### src/rtl/rv32imf_pkg.sv
// Shared widths and the APU request bundle for the RV32IMF FP dispatch path.
package rv32imf_pkg;
  localparam int unsigned APU_NARGS    = 3;
  localparam int unsigned APU_WOP      = 6;
  localparam int unsigned APU_NDSFLAGS = 15;
  localparam int unsigned APU_NUSFLAGS = 5;
  localparam int unsigned REGADDR_W    = 6;
  localparam int unsigned DATA_W       = 32;

  typedef struct packed {
    logic [APU_WOP-1:0]                 op;
    logic [APU_NARGS-1:0][DATA_W-1:0]   operands;
    logic [APU_NDSFLAGS-1:0]            flags;
  } apu_req_t;
endpackage

### src/rtl/rv32imf_apu_tag_fifo.sv
// Destination-register tag FIFO for in-flight APU ops; all entries are exposed for hazard checks.
module rv32imf_apu_tag_fifo #(
  parameter int unsigned DEPTH = 2,
  parameter int unsigned W     = 6
) (
  input  logic                      clk,
  input  logic                      rst_n,
  input  logic                      push,
  input  logic                      pop,
  input  logic [W-1:0]              wdata,
  output logic [W-1:0]              head,
  output logic                      full,
  output logic                      empty,
  output logic [DEPTH-1:0][W-1:0]   entries,
  output logic [DEPTH-1:0]          entry_valid
);
  localparam int unsigned PW = $clog2(DEPTH);
  localparam logic [PW:0] FULL_CNT = (PW+1)'(DEPTH);

  logic [DEPTH-1:0][W-1:0] mem_q;
  logic [PW-1:0]           wptr_q, rptr_q;
  logic [PW:0]             cnt_q;
  logic                    do_push, do_pop;
  logic [PW-1:0]           off;

  // A push into a full FIFO is legal only when the head leaves in the same cycle.
  assign do_pop  = pop & (cnt_q != '0);
  assign do_push = push & ((cnt_q != FULL_CNT) | do_pop);

  assign head    = mem_q[rptr_q];
  assign full    = (cnt_q == FULL_CNT);
  assign empty   = (cnt_q == '0);
  assign entries = mem_q;

  always_comb begin
    off         = '0;
    entry_valid = '0;
    for (int i = 0; i < DEPTH; i++) begin
      off            = PW'(i) - rptr_q;
      entry_valid[i] = ({1'b0, off} < cnt_q);
    end
  end

  always_ff @(posedge clk or negedge rst_n) begin
    if (!rst_n) begin
      mem_q  <= '0;
      wptr_q <= '0;
      rptr_q <= '0;
      cnt_q  <= '0;
    end else begin
      if (do_push) begin
        mem_q[wptr_q] <= wdata;
        wptr_q        <= wptr_q + 1'b1;
      end
      if (do_pop) rptr_q <= rptr_q + 1'b1;
      case ({do_push, do_pop})
        2'b10:   cnt_q <= cnt_q + 1'b1;
        2'b01:   cnt_q <= cnt_q - 1'b1;
        default: cnt_q <= cnt_q;
      endcase
    end
  end
endmodule

### src/rtl/rv32imf_apu_disp.sv
// APU dispatcher: holds one pending FPU request, tracks in-flight destinations, and registers writeback.
import rv32imf_pkg::*;

module rv32imf_apu_disp #(
  parameter int unsigned DEPTH = 2
) (
  input  logic                                 clk_i,
  input  logic                                 rst_ni,
  input  logic                                 enable_i,
  input  logic [APU_WOP-1:0]                   op_i,
  input  logic [APU_NARGS-1:0][DATA_W-1:0]     operands_i,
  input  logic [APU_NDSFLAGS-1:0]              flags_i,
  input  logic [REGADDR_W-1:0]                 waddr_i,
  input  logic [APU_NARGS-1:0][REGADDR_W-1:0]  rs_addr_i,
  input  logic [APU_NARGS-1:0]                 rs_valid_i,
  output logic                                 ready_o,
  output logic                                 stall_o,
  output logic                                 apu_req_o,
  input  logic                                 apu_gnt_i,
  output logic [APU_NARGS-1:0][DATA_W-1:0]     apu_operands_o,
  output logic [APU_WOP-1:0]                   apu_op_o,
  output logic [APU_NDSFLAGS-1:0]              apu_flags_o,
  input  logic                                 apu_rvalid_i,
  input  logic [DATA_W-1:0]                    apu_rdata_i,
  input  logic [APU_NUSFLAGS-1:0]              apu_rflags_i,
  output logic                                 wb_valid_o,
  output logic [REGADDR_W-1:0]                 wb_waddr_o,
  output logic [DATA_W-1:0]                    wb_rdata_o,
  output logic [APU_NUSFLAGS-1:0]              wb_rflags_o,
  output logic                                 busy_o,
  output logic                                 err_o
);
  // Handshakes: upstream transfers when enable_i & ready_o; the FPU takes the
  // request when apu_req_o & apu_gnt_i, and the request is held stable until then.
  // Results (apu_rvalid_i) and writeback (wb_valid_o) are single-cycle pulses with no back-pressure.

  apu_req_t                          req_q;
  logic                              pend_q;
  logic                              accept, rvalid_ok, fifo_push, fifo_pop;
  logic                              fifo_full, fifo_empty, stall;
  logic [REGADDR_W-1:0]              head_waddr;
  logic [DEPTH-1:0][REGADDR_W-1:0]   tag_entries;
  logic [DEPTH-1:0]                  tag_valid;

  assign accept    = enable_i & ready_o;
  // A result with an empty FIFO is only attributable to an op entering this very cycle.
  assign rvalid_ok = apu_rvalid_i & (!fifo_empty | accept);
  assign fifo_pop  = apu_rvalid_i & !fifo_empty;
  assign fifo_push = accept & !(fifo_empty & apu_rvalid_i);

  assign ready_o = (!pend_q | apu_gnt_i) & (!fifo_full | apu_rvalid_i) & !stall_o;
  assign stall_o = stall;
  assign busy_o  = pend_q | !fifo_empty;

  assign apu_req_o      = pend_q;
  assign apu_op_o       = req_q.op;
  assign apu_operands_o = req_q.operands;
  assign apu_flags_o    = req_q.flags;

  always_comb begin
    stall = 1'b0;
    for (int k = 0; k < APU_NARGS; k++) begin
      if (rs_valid_i[k]) begin
        if (wb_valid_o && (wb_waddr_o == rs_addr_i[k])) stall = 1'b1;
        for (int e = 0; e < DEPTH; e++) begin
          if (tag_valid[e] && (tag_entries[e] == rs_addr_i[k])) stall = 1'b1;
        end
      end
    end
  end

  rv32imf_apu_tag_fifo #(
    .DEPTH (DEPTH),
    .W     (REGADDR_W)
  ) u_tag_fifo (
    .clk         (clk_i),
    .rst_n       (rst_ni),
    .push        (fifo_push),
    .pop         (fifo_pop),
    .wdata       (waddr_i),
    .head        (head_waddr),
    .full        (fifo_full),
    .empty       (fifo_empty),
    .entries     (tag_entries),
    .entry_valid (tag_valid)
  );

  always_ff @(posedge clk_i or negedge rst_ni) begin
    if (!rst_ni) begin
      pend_q <= 1'b0;
      req_q  <= '0;
    end else if (accept) begin
      pend_q         <= 1'b1;
      req_q.op       <= op_i;
      req_q.operands <= operands_i;
      req_q.flags    <= flags_i;
    end else if (apu_gnt_i) begin
      pend_q <= 1'b0;
    end
  end

  always_ff @(posedge clk_i or negedge rst_ni) begin
    if (!rst_ni) begin
      wb_valid_o  <= 1'b0;
      wb_waddr_o  <= '0;
      wb_rdata_o  <= '0;
      wb_rflags_o <= '0;
      err_o       <= 1'b0;
    end else begin
      wb_valid_o <= rvalid_ok;
      if (rvalid_ok) wb_waddr_o <= fifo_empty ? waddr_i : head_waddr;
      if (apu_rvalid_i) begin
        wb_rdata_o  <= apu_rdata_i;
        wb_rflags_o <= apu_rflags_i;
      end
      if (apu_rvalid_i && !rvalid_ok) err_o <= 1'b1;
    end
  end
endmodule

### config.mk
export PLATFORM = sky130hd
export DESIGN_NAME = rv32imf_apu_disp
export DESIGN_NICKNAME = d
export VERILOG_FILES = /design/src/rtl/rv32imf_pkg.sv /design/src/rtl/rv32imf_apu_tag_fifo.sv /design/src/rtl/rv32imf_apu_disp.sv
export SDC_FILE = /design/constraint.sdc
export NUM_CORES = 1
export LEC_CHECK = 0
export BUFFER_PORTS_ARGS = -buffer_cell sky130_fd_sc_hd__buf_2
export CORE_MARGIN = 2
export CORE_UTILIZATION = 30
export CTS_BUF_LIST = sky130_fd_sc_hd__clkbuf_4 sky130_fd_sc_hd__clkbuf_8 sky130_fd_sc_hd__clkbuf_16
export DETAILED_ROUTE_END_ITERATION = 12
export SYNTH_ARGS = -nofsm -noshare
export SYNTH_HDL_FRONTEND = slang
export SYNTH_SLANG_ARGS = --single-unit
### constraint.sdc
create_clock -name clk_i -period 2.3 [get_ports clk_i]
set_input_delay 0.23 -clock clk_i [delete_from_list [all_inputs] [get_ports clk_i]]
set_output_delay 0.23 -clock clk_i [all_outputs]
set_load 0.05 [all_outputs]
==> results_dict.tcl <==
set metrics [dict create \
    drtIter0Drc 160 \
    yosysTopAreaCell "dfrtp_1" \
    required_ns 2.60 \
    hold_path_depth 2 \
    fin_worst_skew_ns 0.01687 \
    fp.dieW_microns 164.6 \
    whs_ns 0.02724 \
    drv_cap 0 \
    die_y_microns 164.6 \
    endpoint "apu_operands_o[18]" \
    postPlaceCellArea_sq_um 10010 \
    setup_violations 94 \
    fp.dieArea_sq_um 27080 \
    finalNetCount 1091 \
    dp_hpwl_microns 15540 \
    wl_microns 22120 \
    root_buffer "clkbuf_16" \
    vias 5747 \
    cts_tree "built" \
    clk_latency_ns 0.43 \
    grt_max_degree 71 \
    synth_area_sq_um 7735 \
    wire_per_inst_microns 17.74 \
    slew_headroom_pct 53.28 \
    synth_top_area_share_pct 57.91 \
    r2r_end "apu_operands_o[18]" \
    rows 58 \
    multi_input_area_sq_um 3221 \
    synth_area_per_cell_sq_um 15.14 \
    rsz0062_at_grt "true" \
    cp_slowest_stage_delay_ns 0.43 \
    finalInstanceArea_sq_um 11160 \
    core-area_sq_um 25250 \
    critPathLaunch "u_tag_fifo.entries[4]" \
    async_flop_share_pct 100.0 \
    max-vdd-ir-drop_uv 988.6 \
    gp_congestion 0.8492 \
    first_pass_iters 4 \
    cts_max_level 4 \
    drc 0 \
    portBuffers 351 \
    syn_inst 511 \
    drive_gt1_share_pct 70.41 \
    pin_count 352 \
    ys_seq_area_share_pct 57.91 \
    clock_sinks 179 \
    layout_commonest_cell "buf_2" \
    end_kind "flop" \
    crit_cells 9 \
    worst_slack_ns -0.1430 \
    syn_to_final_growth_pct 44.26 \
    critPathLaunchType "flop" \
    ys.flop_type "dfrtp_1" \
    track_usage_pct 15.44 \
    seq_area_sq_um 4497 \
    period_share_pct 106.2 \
    rr_worst_depth 9 \
    ys_warn_count 0 \
    antenna_left 0 \
    path_delay_family "buffers and inverters" \
    max_freq_mhz 409.3 \
    critPathKind "flop to flop" \
    overflow 0 \
    power_density_nw_per_um2 1648 \
    period_needed_ns 2.443 \
    slowest_stage "dfrtp_2" \
    crit_fanout 14 \
    hold_viol_final 0 \
    antenna_found_initial 1 \
    final_cell_mix "buf_2 (349), dfrtp_1 (165), mux2_2 (142)" \
    synth_edf_count 0 \
    setup_tns_ns -8.820 \
    slew_viol_final 0 \
    synth_nets 698 \
    yosysUniqueCellTypes 34 \
    hold_class "input pin to flop" \
    rrSetupSlack_ns -0.14 \
    ys_ff_latch 179 \
    outcome "complete, but fails checks" \
    grt_pass1_wl_microns 32170 \
    final_core_utilization_pct 44.18 \
    start_util_pct 30.63 \
    critPathBufInv 3 \
    synth_area_leaders "dfrtp_1 (58%), mux2_2 (21%), mux2_4 (5.8%)" \
    grt_pass1_vias 6042 \
    via_per_inst 4.609 \
    crit_chain "buf_4 -> xor2_1 -> nor4_2 -> o31ai_2 -> and3_2 -> and2_4 -> buf_12 -> clkbuf_16 -> mux2_4" \
    failed_checks "negative setup slack" \
    clk_pin_slew_worst_paths_ns 0.08 \
    worstPathArrival_ns 2.75 \
    p_leak_nw 5.218 \
    fillers 2365 \
    finalPower_mw 18.38 \
    reg2reg_from "u_tag_fifo.entries[4]" \
    tightest_slew_ns 0.7008 \
    cts.path.max_buffers 2 \
    cts_buffers 17 \
]
-- per-stage QoR --
step                      instances  setup slack [ns]
after floorplan                 511          -0.05346
after global placement         1197          -0.06599
after detailed placement       1197           -0.1153
after CTS                      1237           -0.1131
after global routing           1246           -0.2047
final                          1247           -0.1430
-- state kept, by name, indices dropped and copies added (netlist names), 2 cells and up --
name	flops
u_tag_fifo.cnt_q	2
wb_rdata_o	32
wb_rflags_o	5
apu_flags_o	15
apu_operands_o	96
u_tag_fifo.entries	12
wb_waddr_o	6
apu_op_o	6
-- routing by layer --
metal | vias to the layer above | track usage [%] | part of all wire, %
li1 | 2639 | - | -
met1 | 2826 | 18.13 | 41
met2 | 243 | 25.73 | 48
met3 | 39 | 5.600 | 8.3
met4 | 0 | 6.126 | 2.4
met5 | - | 0 | 0
-- layout make-up --
cell class | count | share of cell area [%]
sequential | 179 | 40.30
multi-input combinational | 301 | 28.86
timing repair buffer | 401 | 21.69
clock buffer | 17 | 3.813
tap | 330 | 3.700
clock inverter | 14 | 1.480
inverter | 4 | 0.1346
antenna | 1 | 0.02243
-- cells by family after synthesis --
kind of cell    share of synthesized area (%)
flops                                   57.91
mux                                     26.50
xor+xnor                                6.794
simple gates                            3.316
buf+inv                                 2.701
compound gates                          2.621
fa+ha+maj                              0.1617
-- cells in the mapped netlist, drive strengths merged (5+ instances only) --
master and number:
and4b 6, mux2 172, clkbuf 10, o22ai 6, xor2 23, buf 17, nand4 9, nor4 9
nor2 5, xnor2 37, a2111oi 6, dfrtp 179, a211oi 6
-- worst min-delay path by stage --
stage,start,endpoint,slack (ns)
final,operands_i[68],apu_operands_o[68],0.03
after global routing,apu_rdata_i[2],wb_rdata_o[2],0.001
after CTS,operands_i[68],apu_operands_o[68],0.002
after detailed placement,rst_ni,apu_operands_o[1],0.31
after global placement,rst_ni,apu_operands_o[34],0.31
after floorplan,rst_ni,apu_flags_o[0],-0.07
-- report_power, final --
group / internal [mW] / leakage (nW) / switching [mW]
Sequential: 4.51 / 2.08 / 0.947
Clock: 1.55 / 0.286 / 1.38
Combinational: 3.48 / 2.86 / 6.52
Total: 9.54 / 5.22 / 8.85
-- repair_timing --
| action | 4_1_cts | 5_1_grt |
|---|---|---|
| pin swaps | 23 | 7 |
| gates cloned | 2 | 10 |
| setup buffers | 6 | 1 |
| hold buffers | 1 | 0 |
| gates resized for setup | 33 | 30 |
| hold endpoints to repair | 65 | 0 |
| endpoints found under the setup margin | 125 | 138 |
Power figures use the tool's default switching activity.
